--- config.mk ---
export PLATFORM = sky130hd
export DESIGN_NAME = bird_motion
export DESIGN_NICKNAME = d
export VERILOG_FILES = /design/src/rtl/bird_motion.sv
export SDC_FILE = /design/constraint.sdc
export NUM_CORES = 1
export LEC_CHECK = 0
export BUFFER_PORTS_ARGS = -buffer_cell sky130_fd_sc_hd__buf_2
export CAP_MARGIN = 20
export CORE_UTILIZATION = 61
export DETAILED_ROUTE_END_ITERATION = 10
export PLACE_DENSITY = 0.88
export SETUP_SLACK_MARGIN = 0.5
export SLEW_MARGIN = 15
export SYNTH_ARGS = -nofsm -noshare
export SYNTH_HDL_FRONTEND = slang
export SYNTH_SLANG_ARGS = --single-unit
--- constraint.sdc ---
create_clock -name clk -period 4.6 [get_ports clk]
set_input_delay 1.38 -clock clk [delete_from_list [all_inputs] [get_ports clk]]
set_output_delay 1.38 -clock clk [all_outputs]
set_load 0.01 [all_outputs]
--- src/rtl/bird_motion.sv ---
// bird_motion: per-frame bird height, velocity, flap handling and wing animation.
// Optional BIRD_HOVER_EN: the bird bobs in a small triangle wave while held.
module bird_motion #(
  parameter int TICK_DIV = 1666667,
  parameter int GRAVITY  = 1,
  parameter int FLAP_VEL = 8,
  parameter int VMAX     = 10,
  parameter int Y_START  = 240,
  parameter int Y_MAX    = 464,
  parameter int ANIM_DIV = 6
) (
  input  logic        clk,
  input  logic        rst_n,
  input  logic        flap,
  input  logic [2:0]  state,
  output logic [10:0] bird_v,
  output logic [1:0]  bird_state,
  output logic        hit_ground,
  output logic        frame_tick
);
  localparam int TW = $clog2(TICK_DIV + 1);
  localparam int AW = $clog2(ANIM_DIV + 1);
  localparam logic signed [7:0]  GRAV = 8'(GRAVITY);
  localparam logic signed [7:0]  FV   = 8'(FLAP_VEL);
  localparam logic signed [7:0]  VMX  = 8'(VMAX);
  localparam logic signed [11:0] YMX  = 12'(Y_MAX);
  typedef enum logic [1:0] {HOLD, FLY, FALLEN} mode_t;
  mode_t                mode;
  logic [TW-1:0]        tick_cnt;
  logic [AW-1:0]        anim_cnt;
  logic [2:0]           sync;
  logic                 flap_pend;
  logic signed [7:0]    vel;
  logic [1:0]           st;
  logic                 play, over, rise, flap_go, anim_wrap, tick_wrap;
  logic signed [7:0]    vel_inc, vel_next;
  logic signed [11:0]   y_next;
  logic [1:0]           anim_next;
`ifdef BIRD_HOVER_EN
  logic [1:0]           hov_cnt;
  logic                 hov_dn;
`endif
  always_comb begin
    st        = state[2] ? 2'd0 : state[1:0];
    play      = st == 2'd2;
    over      = st == 2'd3;
    rise      = sync[1] & ~sync[2];
    flap_go   = (flap_pend | rise) & play;
    vel_inc   = vel + GRAV;
    vel_next  = flap_go ? -FV : (vel_inc > VMX ? VMX : vel_inc);
    y_next    = $signed({1'b0, bird_v}) + {{4{vel_next[7]}}, vel_next};
    anim_next = bird_state == 2'd2 ? 2'd0 : bird_state + 2'd1;
    anim_wrap = anim_cnt == AW'(ANIM_DIV - 1);
    tick_wrap = tick_cnt == TW'(TICK_DIV - 1);
  end
  always_ff @(posedge clk or negedge rst_n)
    if (!rst_n) begin
      mode       <= HOLD;
      tick_cnt   <= '0;
      anim_cnt   <= '0;
      sync       <= '0;
      flap_pend  <= 1'b0;
      vel        <= '0;
      bird_v     <= 11'(Y_START);
      bird_state <= 2'd0;
      hit_ground <= 1'b0;
      frame_tick <= 1'b0;
`ifdef BIRD_HOVER_EN
      hov_cnt    <= '0;
      hov_dn     <= 1'b0;
`endif
    end else begin
      sync       <= {sync[1:0], flap};
      frame_tick <= tick_wrap;
      tick_cnt   <= tick_wrap ? '0 : tick_cnt + TW'(1);
      // Leaving play from any active mode snaps straight back to the held pose.
      if (mode != HOLD && !play && !over) begin
        mode       <= HOLD;
        bird_v     <= 11'(Y_START);
        vel        <= '0;
        bird_state <= 2'd0;
        anim_cnt   <= '0;
        flap_pend  <= 1'b0;
        hit_ground <= 1'b0;
`ifdef BIRD_HOVER_EN
        hov_cnt    <= '0;
        hov_dn     <= 1'b0;
`endif
      end else
        case (mode)
          HOLD: begin
            flap_pend <= 1'b0;
            if (frame_tick) begin
              anim_cnt <= anim_wrap ? '0 : anim_cnt + AW'(1);
              if (anim_wrap) bird_state <= anim_next;
`ifdef BIRD_HOVER_EN
              hov_cnt <= hov_cnt + 2'd1;
              if (hov_cnt == 2'd3) begin
                bird_v <= hov_dn ? bird_v - 11'd1 : bird_v + 11'd1;
                if (!hov_dn && bird_v == 11'(Y_START + 3)) hov_dn <= 1'b1;
                if (hov_dn && bird_v == 11'(Y_START - 3)) hov_dn <= 1'b0;
              end
`endif
            end
            if (play) mode <= FLY;
          end
          FLY:
            if (frame_tick) begin
              flap_pend <= 1'b0;
              if (over) bird_state <= 2'd2;
              else begin
                anim_cnt <= anim_wrap ? '0 : anim_cnt + AW'(1);
                if (anim_wrap) bird_state <= anim_next;
              end
              if (y_next[11]) begin
                bird_v <= '0;
                vel    <= '0;
              end else if (y_next >= YMX) begin
                bird_v     <= 11'(Y_MAX);
                vel        <= '0;
                mode       <= FALLEN;
                hit_ground <= 1'b1;
                bird_state <= 2'd3;
              end else begin
                bird_v <= y_next[10:0];
                vel    <= vel_next;
              end
            end else
              flap_pend <= flap_go;
          FALLEN: flap_pend <= 1'b0;
          default: mode <= HOLD;
        endcase
    end
endmodule

# [After elaboration in Yosys (flattened, before gate mapping)]
# Index checks and enable logic that the tools add are counted.
[word_totals] elab_cells=96 reg_bits=53 inputBits=6 output_inout_bits=15
[op_classes] bitwise_logic=4 n_reduce_logical=17 magnitude_cmp=2 n_addsub=5 n_mux=43 n_eq_ne=15
[ops] cell="2-to-1 mux 8 bit" n=7
[ops] cell="2-to-1 mux 11 bit" n=5
[ops] cell="2-to-1 mux 2 bit" n=14
[ops] cell="adder 21 x 1 -> 21 bit, second input constant" n=1
[ops] cell="== test 21 bit, second input constant" n=1
[ops] cell="2-to-1 mux 21 bit" n=1
[ops] cell="!= test 3 bit, second input constant" n=6
[ops] cell="2-to-1 mux 3 bit" n=5
[ops] cell="adder 11 x 12 -> 12 bit" n=1
[ops] cell="greater-or-equal comparator 12 x 10 -> 1 bit, second input constant" n=1
[ops] cell="adder 8 x 2 -> 8 bit, second input constant" n=1
[ops] cell="== test 2 bit, second input constant" n=4
[ops] cell="greater-than comparator 8 x 5 -> 1 bit, second input constant" n=1
[ops] cell="AND reduction 4 bit" n=2
[ops] cell="nonzero test 2 bit" n=4
[ops] cell="2-to-1 mux 1 bit" n=7
[ops] cell="one-hot mux 2 bit (3 select lines)" n=1
[ops] cell="one-hot mux 3 bit (2 select lines)" n=1
[ops] cell="nonzero test 3 bit" n=2
[ops] cell="AND reduction 5 bit" n=1
[ops] cell="one-hot mux 2 bit (2 select lines)" n=1
[ops] cell="adder 3 x 1 -> 3 bit, second input constant" n=1
[ops] cell="== test 3 bit, second input constant" n=1
[ops] cell="AND reduction 3 bit" n=1
[ops] cell="13 further kinds" n=16

# [Logic depth before layout (Yosys ltp)]
# Gate-level depths: netlist of run 1.
[logic_depth] ltp_word=12 depth_mapped=19

# [Worst setup path before layout of run 1]
# Ideal clock, no wire load.
[synth_path] path_kind="input port to flip-flop" startpoint="input port state[1]" endpoint="register bird_v[0]" slack_ns=0.249 path_buffers=2 arrival_time_ns=4.229 t_required_ns=4.478 setup_time_ns=0.122 stages=16 cell_sequence="nor2b_1 -> clkbuf_1 -> o211ai_1 -> o21ai_0 -> ha_1 -> o21a_1 -> o21ai_0 -> nand2b_1 -> nand2_1 -> o31ai_1 -> a31o_2 -> mux2_2 -> a211oi_2 -> nor2_2 -> buf_6 -> a32o_1"
[synth_between] elab_chain_cells=11 elab_cells_between_ends=19 cone_classes="1 x add/sub; 1 x order compare; 2 x eq/ne; 7 x mux; 1 x bitwise; 7 x reduce/logical"
[synth_lines] element="from (decl)" line="15" source="input logic [2:0] state,"
[synth_lines] element="2-to-1 mux 2 bit (*)" line="44" source="st = state[2] ? 2'd0 : state[1:0];"
[synth_lines] element="== test 2 bit" line="45" source="play = st == 2'd2;"
[synth_lines] element="AND 1 bit" line="48" source="flap_go = (flap_pend | rise) & play;"
[synth_lines] element="2-to-1 mux 8 bit" line="50" source="vel_next = flap_go ? -FV : (vel_inc > VMX ? VMX : vel_inc);"
[synth_lines] element="adder 11 x 12 -> 12 bit" line="51" source="y_next = $signed({1'b0, bird_v}) + {{4{vel_next[7]}}, vel_next};"
[synth_lines] element="greater-or-equal comparator 12 x 10 -> 1 bit" line="118" source="end else if (y_next >= YMX) begin"
[synth_lines] element="2-to-1 mux 11 bit" line="118"
[synth_lines] element="2-to-1 mux 11 bit" line="115" source="if (y_next[11]) begin"
[synth_lines] element="2-to-1 mux 11 bit" line="108" source="if (frame_tick) begin"
[synth_lines] element="2-to-1 mux 11 bit" line="90" source="case (mode)"
[synth_lines] element="2-to-1 mux 11 bit" line="77" source="if (mode != HOLD && !play && !over) begin"
[synth_lines] element="to (signal assigned)" line="79" source="bird_v <= 11'(Y_START);"
[synth_lines] element="to (signal assigned)" line="119" source="bird_v <= 11'(Y_MAX);"
[synth_lines] element="to (signal assigned)" line="125" source="bird_v <= y_next[10:0];"
[synth_lines] element="to (decl)" line="16" source="output logic [10:0] bird_v,"
# Mark *: on every way between the ends. The rest lies on a longest branch, timed or not. The select of a mux whose other input is x is not followed.
# A chain may end at the register's enable or synchronous reset.

# [Worst setup path after layout of run 1]
[layout_path] startpoint="input port state[1]" endpoint="register vel[0]"
[layout_between] elab_chain_cells=11 elab_cells_between_ends=19 cone_classes="1 x add/sub; 1 x order compare; 2 x eq/ne; 7 x mux; 1 x bitwise; 7 x reduce/logical"
[layout_lines] element="2-to-1 mux 2 bit (*)" line="44"
[layout_lines] element="== test 2 bit" line="45"
[layout_lines] element="AND 1 bit" line="48"
[layout_lines] element="2-to-1 mux 8 bit" line="50"
[layout_lines] element="adder 11 x 12 -> 12 bit" line="51"
[layout_lines] element="greater-or-equal comparator 12 x 10 -> 1 bit" line="118"
[layout_lines] element="2-to-1 mux 8 bit" line="118"
[layout_lines] element="2-to-1 mux 8 bit" line="115"
[layout_lines] element="2-to-1 mux 8 bit" line="108"
[layout_lines] element="2-to-1 mux 8 bit" line="90"
[layout_lines] element="2-to-1 mux 8 bit" line="77"
[layout_lines] element="to (signal assigned)" line="126" source="vel <= vel_next;"
[layout_lines] element="to (decl)" line="33" source="logic signed [7:0] vel;"
# Marks and branches as above.

==> results of run 1 <==
[cell families (layout without fill, tap and decap cells)]
group | Yosys count | after routing
AOI/OAI and AO/OA | 105 | 105
xor gates and xnor gates | 28 | 28
adders and majority gates | 16 | 16
buffers and inverters | 21 | 80
DFF | 53 | 53
muxes | 2 | 2
and+or+nand+nor | 150 | 151
[Yosys cell counts (2+ instances only)]
cell type / count
a21o_1: 4
a21oi_1: 21
a311oi_1: 3
a31oi_1: 7
a32o_1: 9
and2_1: 5
and3_1: 8
buf_2: 2
buf_6: 2
clkbuf_1: 6
dfrtp_1: 49
dfstp_2: 4
ha_1: 16
inv_1: 10
nand2_1: 33
nand2b_1: 5
nand3_1: 15
nand4_1: 9
nor2_1: 39
nor2b_1: 7
nor3_1: 10
nor4_1: 6
o211a_1: 2
o211ai_1: 6
o21a_1: 7
o21ai_0: 21
o22ai_1: 2
o311a_1: 2
o31ai_1: 2
o31ai_2: 2
o41ai_1: 2
or3_1: 7
xnor2_1: 14
xor2_1: 14
[registers in the layout, summed over array words and instances, names as in the netlist]
name        count
tick_cnt       21
bird_v         11
vel             8
anim_cnt        3
sync            3
bird_state      2
mode            2
flap_pend       1
frame_tick      1
hit_ground      1
[worst reg2reg max path, delay by kind of cell, from the launching register on]
| family | cells | cell delay, ns |
|---|---|---|
| compound gates | 8 | 1.72 |
| simple gates | 5 | 0.71 |
| fa+ha+maj | 2 | 0.40 |
| xor+xnor | 1 | 0.42 |
| flops | 1 | 0.46 |
| buf+inv | 4 | 0.64 |
[worst max path at each step]
stage,slack (ns),from,endpoint,cells after the start
final,0.17,state[1],vel[0],16
after global routing,-0.01,vel[0],bird_v[3],20
after CTS,0.42,vel[0],hit_ground,19
after detailed placement,-0.1,state[1],bird_v[8],14
after global placement,-0.07,state[1],bird_v[8],14
after floorplan,0.36,state[1],bird_v[0],16
[timing repair]
action | CTS | global route
hold endpoints to repair | 0 | 0
gates resized for setup | 30 | 34
endpoints found under the setup margin | 22 | 22
buffers inserted | 15 | 9
pin swaps | 20 | 22
gates cloned | 0 | 2
hold buffers | 0 | 0
[metrics by stage]
| step | power (mW) | cell area, um2 | util | setup TNS, ns | hold WS (ns) |
|---|---|---|---|---|---|
| after CTS | 0.848 | 4030 | 0.770 | 0 | 0.358 |
| after global routing | 0.901 | 4330 | 0.828 | -0.0148 | 0.364 |
| after global placement | 0.576 | 3700 | 0.706 | -0.156 | 0.332 |
| after floorplan | 0.546 | 3440 | - | 0 | 0.331 |
| final | 0.869 | 4330 | 0.828 | 0 | 0.356 |
| after detailed placement | 0.580 | 3700 | 0.706 | -1.14 | 0.336 |
[routing by layer]
metal | GRT usage | up-vias
met5 | 0 | -
met4 | 0.167 | 0
met3 | 0.0571 | 97
met2 | 0.535 | 278
met1 | 0.408 | 1720
li1 | - | 1511
[final cells by class]
cell class,instances,area share
clock inverter,2,0.00318
multi-input combinational,302,0.540
timing repair buffer,62,0.104
inverter,10,0.00866
tap,70,0.0202
clock buffer,6,0.0167
sequential,53,0.308
[power groups by stage]
stage          sequential (mW)  combinational, mW  clock, mW
4_1_cts                  0.492             0.0853      0.271
3_3_place_gp             0.500             0.0753          0
3_5_place_dp             0.500             0.0795          0
5_1_grt                  0.495              0.111      0.296
6_report                 0.493              0.103      0.273
2_1_floorplan            0.498             0.0479          0
==> results by group, run 1 <==
Synth
  – Area share of the largest cell type after synthesis: 0.359
  – Synth Area in Compound Gates: 0.228
  – Yosys reg bits: 53
  – Post-synthesis sequential area ratio: 0.390
  – Synth Area in Adders: 0.0586
  – Top_reg_cell synth: dfrtp_1
  – Simple-gate share of the synthesized area: 0.217
  – Largest family of logic cells by synthesized area: compound AO/OA/AOI/OAI gates
  – Post-synthesis mux area share: 0.00623
  – Post-Syn Nets: 397
  – Syn_area_per_cell: 9.11 um2
  – XOR/XNOR Fraction of Synth Area: 0.0718
  – Largest cells by area after synthesis: dfrtp_1 36%, ha_1 5.9%, nor2_1 4.3%, nand2_1 3.6%, xnor2_1 3.6%
  – Asr flop ratio synth: 1.00
  – Synthesized cell area: 3410 um2
  – Syn Inst Count: 375
  – Netlist cell types: 58
  – Number of flops mapped to enable cells by yosys: 0
  – Largest area contributor in the netlist: dfrtp_1
  – Yosys warnings: 0

Floorplanning
  – # rows: 26
  – Starting density of the core: 0.652
  – Core area: 5240 um2
  – Die area: 5900 um2
  – Die Y: 76.8 um
  – I/O Pins: 21
  – Die X: 76.8 um

STA
  – RSZ-0062 raised after global routing: yes
  – Clock skew: 0.0140 ns
  – Fin crit share: 0.963
  – # setup viols final: 0
  – Worst setup margin: 0.169 ns
  – Final hold vios: 0
  – Fmax achieved: 226 MHz
  – Max_slew headroom: 0.421
  – Tmin final: 4.43 ns
  – Worst Tran Pin Value: 0.869 ns
  – Max-slew violation count: 0

Cells and area
  – Synth-to-layout area growth: 26.9%
  – FF+latch area: 1330 um2
  – Multi-input logic area: 2340 um2
  – Layout fillers: 282
  – Final nets: 456
  – Ant. Diodes: 0
  – Fraction of layout cells with a size suffix above 1: 0.294
  – Commonest non-fill, non-tap cell in the layout: dfrtp_1
  – Commonest non-fill, non-tap cells in the layout: 47 x dfrtp_1, 39 x nor2_1, 39 x buf_4, 31 x nand2_1, 20 x buf_2
  – Post-Layout Cell Count: 505

Route
  – First-pass DRT Iterations: 6
  – Final WL: 11300 um
  – Metal2 WL: 5340 um
  – Routed wire per std cell: 22.4 um
  – Metal-1 WL: 4130 um
  – Met3 WL post-DR: 1050 um
  – Via density per instance: 7.14
  – DRT iter0 DRCs: 421
  – Number of routed nets with antenna violations: 0
  – Top sig layer: met4
  – DR vias: 3606
  – DRC viols: 0

Critical path
  – Largest fanout on the critical path: 6
  – CP Class: input pin to flip-flop
  – Worst r2r path cells: 20
  – Cell family contributing the most delay on the critical path: compound AO/OA/AOI/OAI gates
  – Crit-path slowest cell: a211oi_4
  – CP max stage delay: 0.41 ns
  – FF-to-FF Start: vel[1]
  – Reg-to-reg endpoint: bird_v[5]
  – Worst Path Buf+Inv: 3
  – Crit-path cells: buf_2 > nor2b_4 > o211a_1 > nor3_2 > ha_2 > nor2_1 > o41ai_4 > o31ai_4 > o31ai_2 > buf_4 > a31oi_1 > xor2_1 > a211oi_4 > nor2_4 > clkbuf_16 > a32o_1
  – Crit end category: flip-flop
  – Worst Path Required: 4.81 ns
  – R2r setup slk: 0.19 ns
  – Worst Setup Start Kind: input pin
  – WP data arrival: 4.64 ns

Place
  – Pre-CTS setup slack: -0.0967 ns
  – GP Congestion: 0.941
  – IO Port Bufs: 20
  – Dpl cells: 471
  – Post-DP HPWL: 6200 um

Power
  – P_sw: 0.241 mW
  – Internal power: 0.627 mW
  – Gate power share: 0.119
  – Flop pwr share: 0.567
  – Clock power share: 0.314
  – Net Sw Frac: 0.278
  – Leak: 1.92 nW
  – Pwr dens: 200 nW/um2
  – Max VDD drop: 0.204 mV

Clock tree
  – Worst-Skew Late Latency: 0.32 ns
  – Root Buffer: clkbuf_8
  – Clock buffer depth: 2
  – TritonCTS Buffers: 5
  – TritonCTS Sinks: 53
  – TritonCTS clock tree: yes
  – Clock transition at path regs: 0.10 ns
  – H-tree depth: 2

GRT
  – Vias in the first global route: 3225
  – Largest net degree at the start of global routing: 34
  – Antenna violations before repair: 0
  – Remaining global-route overflow: 0
  – First-pass GRT wire length: 15100 um
  – Tot GR Track Use: 0.325

Hold path
  – Min-delay src: sync[0]
  – WHS Path Cells: 0
  – Worst Hold Class: flip-flop to flip-flop
  – Hold Path Sink: sync[1]

Status
  – Outcome: complete, no violations

Job
  – MaxCap Viol Count: 0
Note: power is estimated with default switching activity, not from simulation.
==> run 2, diff against run 1 <==
CORE_MARGIN = 1.5   (was not set)
SKIP_CTS_REPAIR_TIMING = 1   (was not set)
==> results by group, run 2 (synthesis gave the netlist of run 1 again) <==
Status
  – Outcome: finished, violations left
  – Failing checks: negative setup slack

STA
  – Final TNS setup: -0.0103 ns
  – Final hold vios: 0
  – Max-slew violation count: 0
  – # setup viols final: 1
  – Worst setup margin: -0.0103 ns
  – Worst Tran Pin Value: 0.758 ns
  – RSZ-0062 raised after global routing: yes
  – Fmax achieved: 217 MHz
  – Fin crit share: 1.00
  – Tmin final: 4.61 ns
  – Max_slew headroom: 0.491
  – WHS: 0.363 ns
  – Clock skew: 0.0148 ns

GRT
  – Vias in the first global route: 2926
  – Tot GR Track Use: 0.273
  – Global route hottest layer: met2
  – Antenna violations before repair: 0
  – Met1 GRT Util: 0.336
  – First-pass GRT wire length: 13200 um
  – Largest net degree at the start of global routing: 32
  – Met3 usage: 0.0494
  – Remaining global-route overflow: 0
  – Met2 Use GR: 0.478

Route
  – DRC viols: 0
  – DR vias: 3251
  – DRT iter0 DRCs: 409
  – Final WL: 9160 um
  – Number of routed nets with antenna violations: 0
  – Routed wire per std cell: 18.7 um
  – First-pass DRT Iterations: 5
  – Via density per instance: 6.63

Critical path
  – Reg-to-reg endpoint: vel[6]
  – Crit-path slowest cell: ha_1
  – Worst r2r path cells: 18
  – WP data arrival: 4.80 ns
  – CP max stage delay: 0.42 ns
  – R2r setup slk: 0.18 ns
  – Worst Path Required: 4.79 ns
  – Crit-path cells: buf_6 > nor2b_4 > buf_6 > o211ai_1 > o211ai_1 > ha_1 > o21a_1 > o21ai_1 > nand2b_1 > nand2_1 > o31ai_2 > a31o_2 > mux2i_4 > o311ai_4 > nor2_2 > buf_6 > a32o_2
  – CP Capture Point: vel[6]
  – Crit end category: flip-flop
  – Worst Setup Start Kind: input pin
  – Largest fanout on the critical path: 8
  – Cell mode on critical path: buf_6
  – CP Class: input pin to flip-flop
  – FF-to-FF Start: vel[1]
  – Worst Setup SP: state[1]

Power
  – Flop pwr share: 0.549
  – Max VDD drop: 0.186 mV
  – Total power: 0.894 mW
  – P_sw: 0.215 mW
  – Internal power: 0.679 mW
  – Leak: 1.84 nW
  – Pwr dens: 220 nW/um2
  – Clock power share: 0.337
  – Net Sw Frac: 0.240
  – Gate power share: 0.114

Cells and area
  – Commonest non-fill, non-tap cell in the layout: dfrtp_1
  – Fraction of layout cells with a size suffix above 1: 0.239
  – Synth-to-layout area growth: 19.2%
  – Top Registers: tick_cnt (21), bird_v (11), vel (8)
  – Commonest non-fill, non-tap cells in the layout: 47 x dfrtp_1, 39 x nor2_1, 33 x nand2_1, 23 x buf_4, 19 x buf_2
  – Post-Layout Cell Count: 490
  – Final nets: 440
  – Biggest register: tick_cnt
  – Ant. Diodes: 0
  – Post-route cell area: 4070 um2
  – Max FFs per register: 21
  – Layout fillers: 362

Clock tree
  – H-tree depth: 2
  – Clock transition at path regs: 0.09 ns
  – TritonCTS Sinks: 53
  – Worst-Skew Late Latency: 0.29 ns
  – TritonCTS clock tree: yes
  – Root Buffer: clkbuf_8
  – Clock buffer depth: 2
  – TritonCTS Buffers: 5

Place
  – Dpl cells: 468
  – Post-DP HPWL: 5920 um
  – GP Congestion: 0.948
  – Dpl cell area: 3660 um2
  – IO Port Bufs: 20

Hold path
  – Worst Hold Class: flip-flop to flip-flop
  – WHS Path Cells: 0

Floorplanning
  – Starting density of the core: 0.628
  – Die area: 6060 um2
  – Core area: 5440 um2
  – I/O Pins: 21
  – # rows: 27
  – Die X: 77.8 um
  – Die Y: 77.8 um

Job
  – MaxCap Viol Count: 0
-- run 2: cell count changes in the layout (fill, tap and decap cells not counted), sizes merged --
| cell | before | now |
|---|---|---|
| and3 | 9 | 8 |
| buf | 61 | 47 |
| bufinv | 0 | 1 |
| clkbuf | 7 | 5 |
| inv | 11 | 10 |
-- run 2: worst min path at each step --
stage            start  endpoint
5_1_grt        sync[0]   sync[1]
6_report       sync[0]   sync[1]
2_1_floorplan  sync[0]   sync[1]
3_3_place_gp   sync[0]   sync[1]
4_1_cts        sync[0]   sync[1]
3_5_place_dp   sync[0]   sync[1]
-- run 2: metal layers --
metal,routed length (um),vias up
li1,-,1475
met1,3530,1555
met2,4570,169
met3,640,52
met4,425,0
met5,0,-
-- run 2: cell type report --
type                       count  area (um2)  share of cell area
timing repair buffer          47         324              0.0796
sequential                    53        1330               0.328
clock inverter                 2        35.0             0.00861
tap                           72        90.1              0.0221
clock buffer                   5        68.8              0.0169
inverter                      10        37.5             0.00922
multi-input combinational    301        2180               0.536
-- run 2: critical path: cells and delay by family --
family	cells	cell delay, ns
multiplexers	1	0.22
AND/OR/NAND/NOR	4	0.48
AO/OA/AOI/OAI	8	1.91
buffers and inverters	3	0.37
adder cells (fa/ha/maj)	1	0.42
-- run 2: power groups by stage --
stage	clock (mW)	sequential, mW	combinational, mW
2_1_floorplan	0	0.498	0.0479
3_3_place_gp	0	0.499	0.0765
3_5_place_dp	0	0.500	0.0791
4_1_cts	0.305	0.490	0.0799
5_1_grt	0.320	0.493	0.112
6_report	0.301	0.490	0.102
-- run 2: metrics by stage --
step	util	setup WS [ns]
global route	0.748	-0.0722
global placement	0.673	-0.131
detailed placement	0.673	-0.254
floorplan	-	0.358
finish	0.748	-0.0103
CTS	0.692	0.00465
